$ cat src/rtl/dispense_sequencer.sv
// Timed actuator sequencer: runs one motor per request until end-of-travel or timeout,
// then enforces a motor-off cooldown; reports done with a buzzer pulse, or a sticky fault.
module dispense_sequencer #(
   parameter int unsigned RUN_MAX = 1000,
   parameter int unsigned MIN_RUN = 8,
   parameter int unsigned GAP     = 16,
   parameter int unsigned BEEP    = 50
) (
   input  logic       clk_i,
   input  logic       reset_i,
   input  logic       req_i,
   input  logic [1:0] slot_i,
   input  logic       sensor_i,
   input  logic       fault_clr_i,
   output logic       ack_o,
   output logic       busy_o,
   output logic [3:0] motor_o,
   output logic       done_o,
   output logic       fault_o,
   output logic       buzzer_o,
   output logic       led_o
);

   localparam int unsigned CNT_MAX = (RUN_MAX > GAP) ? RUN_MAX : GAP;
   localparam int unsigned CW      = $clog2(CNT_MAX + 1);
   localparam int unsigned BW      = $clog2(BEEP + 1);

   typedef enum logic [1:0] {S_IDLE, S_RUN, S_COOL, S_FAULT} state_e;

   state_e          state_q;
   logic [CW-1:0]   cnt_q;
   logic [1:0]      slot_q;
   logic            sync1_q, sync2_q;
   logic            ack_q, busy_q, done_q, fault_q, buzzer_q;
   logic [3:0]      motor_q;
   logic [BW-1:0]   beep_q, beep_d;
   logic            run_done_c;

   // Two-flop synchroniser for the asynchronous end-of-travel switch
   always_ff @(posedge clk_i) begin
      if (reset_i) begin
         sync1_q <= 1'b0;
         sync2_q <= 1'b0;
      end else begin
         sync1_q <= sensor_i;
         sync2_q <= sync1_q;
      end
   end

   // Sensor only counts once the spin-up blanking window has elapsed
   assign run_done_c = (state_q == S_RUN) && sync2_q && (cnt_q >= CW'(MIN_RUN));

   always_comb begin
      beep_d = beep_q;
      if (beep_q != '0) beep_d = beep_q - BW'(1);
      if (run_done_c)   beep_d = BW'(BEEP);
   end

   always_ff @(posedge clk_i) begin
      if (reset_i) begin
         beep_q   <= '0;
         buzzer_q <= 1'b0;
      end else begin
         beep_q   <= beep_d;
         buzzer_q <= (beep_d != '0);
      end
   end

   always_ff @(posedge clk_i) begin
      if (reset_i) begin
         state_q <= S_IDLE;
         cnt_q   <= '0;
         slot_q  <= 2'd0;
         ack_q   <= 1'b0;
         busy_q  <= 1'b0;
         done_q  <= 1'b0;
         fault_q <= 1'b0;
         motor_q <= 4'b0000;
      end else begin
         ack_q  <= 1'b0;
         done_q <= 1'b0;
         case (state_q)
            S_IDLE: begin
               if (req_i) begin
                  state_q <= S_RUN;
                  slot_q  <= slot_i;
                  cnt_q   <= '0;
                  ack_q   <= 1'b1;
                  busy_q  <= 1'b1;
                  motor_q <= 4'(1) << slot_i;
               end
            end
            S_RUN: begin
               // Sensor takes priority over a coincident timeout
               if (run_done_c) begin
                  state_q <= S_COOL;
                  cnt_q   <= '0;
                  done_q  <= 1'b1;
                  motor_q <= 4'b0000;
               end else if (cnt_q == CW'(RUN_MAX - 1)) begin
                  state_q <= S_FAULT;
                  cnt_q   <= '0;
                  fault_q <= 1'b1;
                  motor_q <= 4'b0000;
               end else begin
                  cnt_q   <= cnt_q + CW'(1);
                  motor_q <= 4'(1) << slot_q;
               end
            end
            S_COOL: begin
               if (cnt_q == CW'(GAP - 1)) begin
                  state_q <= S_IDLE;
                  cnt_q   <= '0;
                  busy_q  <= 1'b0;
               end else begin
                  cnt_q <= cnt_q + CW'(1);
               end
            end
            S_FAULT: begin
               if (fault_clr_i) begin
                  state_q <= S_COOL;
                  cnt_q   <= '0;
                  fault_q <= 1'b0;
               end
            end
            default: begin
               state_q <= S_IDLE;
               busy_q  <= 1'b0;
               motor_q <= 4'b0000;
            end
         endcase
      end
   end

   assign ack_o    = ack_q;
   assign busy_o   = busy_q;
   assign motor_o  = motor_q;
   assign done_o   = done_q;
   assign fault_o  = fault_q;
   assign buzzer_o = buzzer_q;
   assign led_o    = fault_q;

endmodule

$ cat config.mk
export PLATFORM = sky130hd
export DESIGN_NAME = dispense_sequencer
export DESIGN_NICKNAME = d
export VERILOG_FILES = /design/src/rtl/dispense_sequencer.sv
export SDC_FILE = /design/constraint.sdc
export NUM_CORES = 1
export LEC_CHECK = 0
export CAP_MARGIN = 15
export CORE_MARGIN = 3
export CORE_UTILIZATION = 40
export DETAILED_ROUTE_END_ITERATION = 8
export HOLD_SLACK_MARGIN = 0.05
export REMOVE_ABC_BUFFERS = 1
export SYNTH_ARGS = -nofsm -noshare
export SYNTH_HDL_FRONTEND = slang
export SYNTH_SLANG_ARGS = --single-unit
$ cat constraint.sdc
create_clock -name clk_i -period 2.2 [get_ports clk_i]
set_input_delay 0.66 -clock clk_i [delete_from_list [all_inputs] [get_ports clk_i]]
set_output_delay 0.66 -clock clk_i [all_outputs]
set_load 0.03 [all_outputs]
* After elaboration in Yosys (flattened, before gate mapping)
Cells that the tools add are included.
W data, S select, Z words.
** Word-level totals
- Output and inout bits :: 10
- Register bits after elaboration :: 31
** Cells by class
- Order comparisons :: 1
- Multiplexer cells :: 27
- Bitwise logic cells :: 2
- $add $sub $neg :: 2
- Shift-type cells :: 2
- Equality and inequality tests :: 11
- Reductions and logical operators :: 16
** Operators by type and width (number)
- $mux W10 :: 5
- $pmux W10 S4 :: 1
- $mux W4 :: 3
- $mux W6 :: 2
- $reduce_bool A6 Y1 :: 2
- $add A10 B1 Y10 const B :: 1
- $eq A10 B10 Y1 const B :: 1
- $eq A10 B4 Y1 const B :: 1
- $ge A10 B4 Y1 const B :: 1
- $mux W2 :: 5
- $ne A2 B2 Y1 const B :: 4
- $pmux W2 S4 :: 1
- $pmux W4 S2 :: 1
- $reduce_and A4 Y1 :: 2
- $shl A1 B2 Y4 const A :: 2
- $mux W1 :: 7
- $reduce_and A2 Y1 :: 3
- $reduce_bool A2 Y1 :: 3
- $sub A6 B1 Y6 const B :: 1
- $eq A2 B2 Y1 const B :: 2
- $pmux W1 S2 :: 2
- $reduce_or A2 Y1 :: 2
- $ne A3 B2 Y1 const B :: 1
- $reduce_and A3 Y1 :: 1
- 5 further kinds :: 7

* Depth between registers and ports, before layout
- Word-level depth :: 5
- Gate-level depth with buffers :: 8
- Depth with buffers taken out :: 7

* Least setup slack after synthesis
No wires, ideal clock.
- Kind :: register to register
- Start :: reg cnt_q[8]
- End :: reg state_q[1]
- Data arrival time :: 1.937 ns
- Cell stages (with the launch flop) :: 6
- Setup slack :: 0.192 ns
- Clock period less this slack :: 2.008 ns
- Cells stage by stage :: dfxtp_1 -> or4_4 -> o41ai_4 -> o21ai_2 -> or4_1 -> a21oi_1
** Between the ends
- Word-level cells in the longest chain between the ends :: 4
- Elaborated cells between the ends (all ways) :: 9
** Ends and longest elaborated chain
- start: declaration :: line 31 : logic [CW-1:0] cnt_q;
- start signal: assignment :: line 106 : cnt_q <= cnt_q + CW'(1);
- start signal: assignment :: line 116 : cnt_q <= cnt_q + CW'(1);
- $ge A10 B4 Y1 :: line 51 : assign run_done_c = (state_q == S_RUN) && sync2_q && (cnt_q >= CW'(MIN_RUN));
- $logic_and A1 B1 Y1 :: line 51
- $ne A3 B2 Y1 (no line) or $mux W2 (tied branches)
- $reduce_and A4 Y1 (no line) or $pmux W2 S4 (tied branches)
- end signal: assignment :: line 71 : state_q <= S_IDLE;
- end signal: assignment :: line 85 : state_q <= S_RUN;
- end signal: assignment :: line 96 : state_q <= S_COOL;
- end: declaration :: line 30 : state_e state_q;
Several ways; a longest one is shown, not always the timed one.
A chain may end at the register's enable or synchronous reset.

* Worst setup path after layout
- Start :: reg cnt_q[0]
- End :: reg state_q[1]
Same word-level chain as after synthesis.

==> results.txt <==
Status: completed
Die width: 69.6 um
Num CTS Buffers: 5
DRT iter0 DRCs: 54
FP Rows: 22
Setup ws final: 0.0778 ns
I/O pin count: 17
Worst Setup End Kind: flop
CP max stage cell: o31ai_1
Avg WL per Cell: 13.4 um
Reg2Reg Depth: 6
Syn avg cell area: 8.21 sq um
Clock Latency Late Sink: 0.28 ns
Fmax achieved: 471 MHz
Setup Crit Path Kind: flop to flop
Buffers inserted by post-CTS timing repair: 0
Post-DR vias/cell: 5.36
Die Ht: 69.6 um
Sequential fraction of the synthesis area: 38.4%
GRT overflow: 0
Synth Instances: 197
TritonCTS clock tree: yes
CTS Buffer Depth: 2
Post-Route Utilization: 53.5%
Slew Viols, Final: 0
Most common cell after layout, fill and taps aside: dfxtp_1
Slew @ Worst Pin: 0.529 ns
Vias in the first global route: 1468
Clock Skew: 0.00399 ns
First-pass GRT wire length: 6470 um
Residual DRC: 0
Crit-path cells: ha_1 > nand4_1 > o31ai_1 > o21ai_2 > or4_1 > a21oi_1
Port bufs: 16
Pre-antenna DRT Iters: 4
Commonest non-fill, non-tap cells in the layout: dfxtp_1 (31), nor2_1 (25), nand2_1 (16), clkdlybuf4s50_1 (16), buf_4 (15)
FF-to-FF setup slack: 0.08 ns
Placer Congestion: 0.956
Crit path from: cnt_q[0]
Worst setup endpoint: state_q[1]
Fin nets: 243
Number of H-tree levels: 2
Core area: 3770 sq um
#FFs+latches synth: 31
Die area: 4840 sq um
Leakage power: 0.772 nW
Crit path max fanout: 4
Share of layout cells above drive strength 1: 13.1%
Via count: 1486
Antenna violations before repair: 0
Synth cell types: 40
Post-Syn Area: 1620 sq um
DRT antenna net count: 0
Root buf cell: clkbuf_8
Worst EP arrival: 2.33 ns
Hpwl dp: 2760 um
Minimum period implied by the final worst setup slack: 2.12 ns
Setup Viol. Count Final: 0
Endpoints failing hold: 0
Synth warn: 0
Clock slew at reported path FFs: 0.06 ns
Area growth, synth to finish: 24.6%
Crit share post-route: 96.5%
R2R Path Start: cnt_q[0]
Max incr delay on CP: 0.53 ns
Antenna Cells: 0
Routed wire length: 3720 um
Crit path launch type: flop
Slew HR: 64.4%
Largest net degree at the start of global routing: 20
Pwr dens: 1010 nW/um^2
Tightest Hold Check Type: flop to flop
Gr usage total: 16.5%
RSZ-0062 raised after global routing: false
CP Data Required Time: 2.41 ns
Setup WS pre-CTS: -0.0254 ns
Starting Density: 42.9%
Critical R2R Capture: state_q[1]
Max_cap viols: 0
CTS sink count: 31
Worst vdd ir: 0.451 mV
## cells by family after synthesis
group	share of synthesized area, %
AOI/OAI and AO/OA	17.9
xor gates and xnor gates	5.41
adders and majority gates	6.19
buffers and inverters	4.64
DFF	38.4
and+or+nand+nor	27.5
## per-stage QoR
step,instance area (sq um),TNS [ns],instances,hold WS [ns],power (mW)
floorplan,1590,0,190,0.414,1.34
global placement,1920,0,269,0.432,1.58
detailed placement,1920,-0.0254,269,0.441,1.60
CTS,2000,0,277,0.453,2.04
global route,2020,0,277,0.474,2.18
finish,2020,0,277,0.447,2.04
## state kept, by name, indices dropped and copies added, names as in the netlist
register	cells
ack_o	1
beep_q	6
busy_o	1
buzzer_o	1
cnt_q	10
done_o	1
fault_o	1
motor_o	4
slot_q	2
state_q	2
sync1_q	1
sync2_q	1
## worst max-delay path, delay by kind of cell (launching register included)
kind | cells | cell delay, ns
compound gates | 3 | 0.82
simple gates | 2 | 0.67
flops | 1 | 0.39
fa+ha+maj | 1 | 0.19
## report_power, final
part | internal, mW | switching, mW | leakage, nW
clock | 0.216 | 0.208 | 0.0477
sequential | 0.659 | 0.0717 | 0.254
combinational | 0.396 | 0.485 | 0.470
## layout make-up
| class | instances | area [sq um] |
|---|---|---|
| inverter | 12 | 45.0 |
| clock buffer | 5 | 68.8 |
| timing repair buffer | 31 | 273 |
| multi-input combinational | 147 | 933 |
| sequential | 31 | 621 |
| tap | 48 | 60.1 |
| fill | 331 | 1760 |
| clock inverter | 3 | 15.0 |
## synthesized netlist by cell type
cell type,instances,share of area [%]
nand4_1,1,0.39
inv_1,12,2.8
clkbuf_1,6,1.4
o211ai_1,1,0.46
dfxtp_1,31,38
o41ai_4,1,1.7
nand2_1,16,3.7
o211a_1,1,0.62
or2_2,2,0.77
or4_1,3,1.4
and2_1,1,0.39
or3_1,4,1.5
nor4b_1,1,0.54
or3b_2,1,0.54
a21oi_1,12,3.7
or4_4,1,0.70
o21ai_2,1,0.54
nand4b_1,2,1.1
o22ai_1,1,0.39
xnor2_1,9,4.9
nor3_1,7,2.2
o21a_1,1,0.46
a31oi_1,3,1.2
nor2b_1,2,0.77
a311oi_1,3,1.6
ha_1,8,6.2
o21ai_0,8,2.5
a21boi_0,1,0.46
o31ai_1,3,1.4
o311a_1,2,1.2
nand3b_1,4,1.9
buf_4,1,0.46
nor2_1,25,5.8
nor4_1,1,0.39
nand2b_1,2,0.77
xor2_1,1,0.54
nand3_1,14,4.3
o32ai_2,1,1.0
o21ai_1,2,0.62
and3_1,1,0.39
## worst min-delay path by stage
stage                  from       to  slack [ns]  cells past startpoint
CTS                 sync1_q  sync2_q        0.45                      1
global placement    sync1_q  sync2_q        0.43                      1
finish              sync1_q  sync2_q        0.45                      1
global route        sync1_q  sync2_q        0.47                      1
floorplan           sync1_q  sync2_q        0.41                      1
detailed placement  sync1_q  sync2_q        0.44                      1
## per-layer routing
metal	up-vias	wire, um	part of all wire [%]	track usage (%)
li1	758	-	-	-
met1	698	1780	48	20.5
met2	23	1780	48	26.8
met3	7	122	3.3	5.36
met4	0	39	1.0	5.64
met5	-	0	0	0
## repair_timing
action                     4_1_cts  5_1_grt
setup endpoints to repair        0        1
resized for setup                0        1
hold buffers                     0        0
Note: power is estimated with default switching activity, not from simulation.
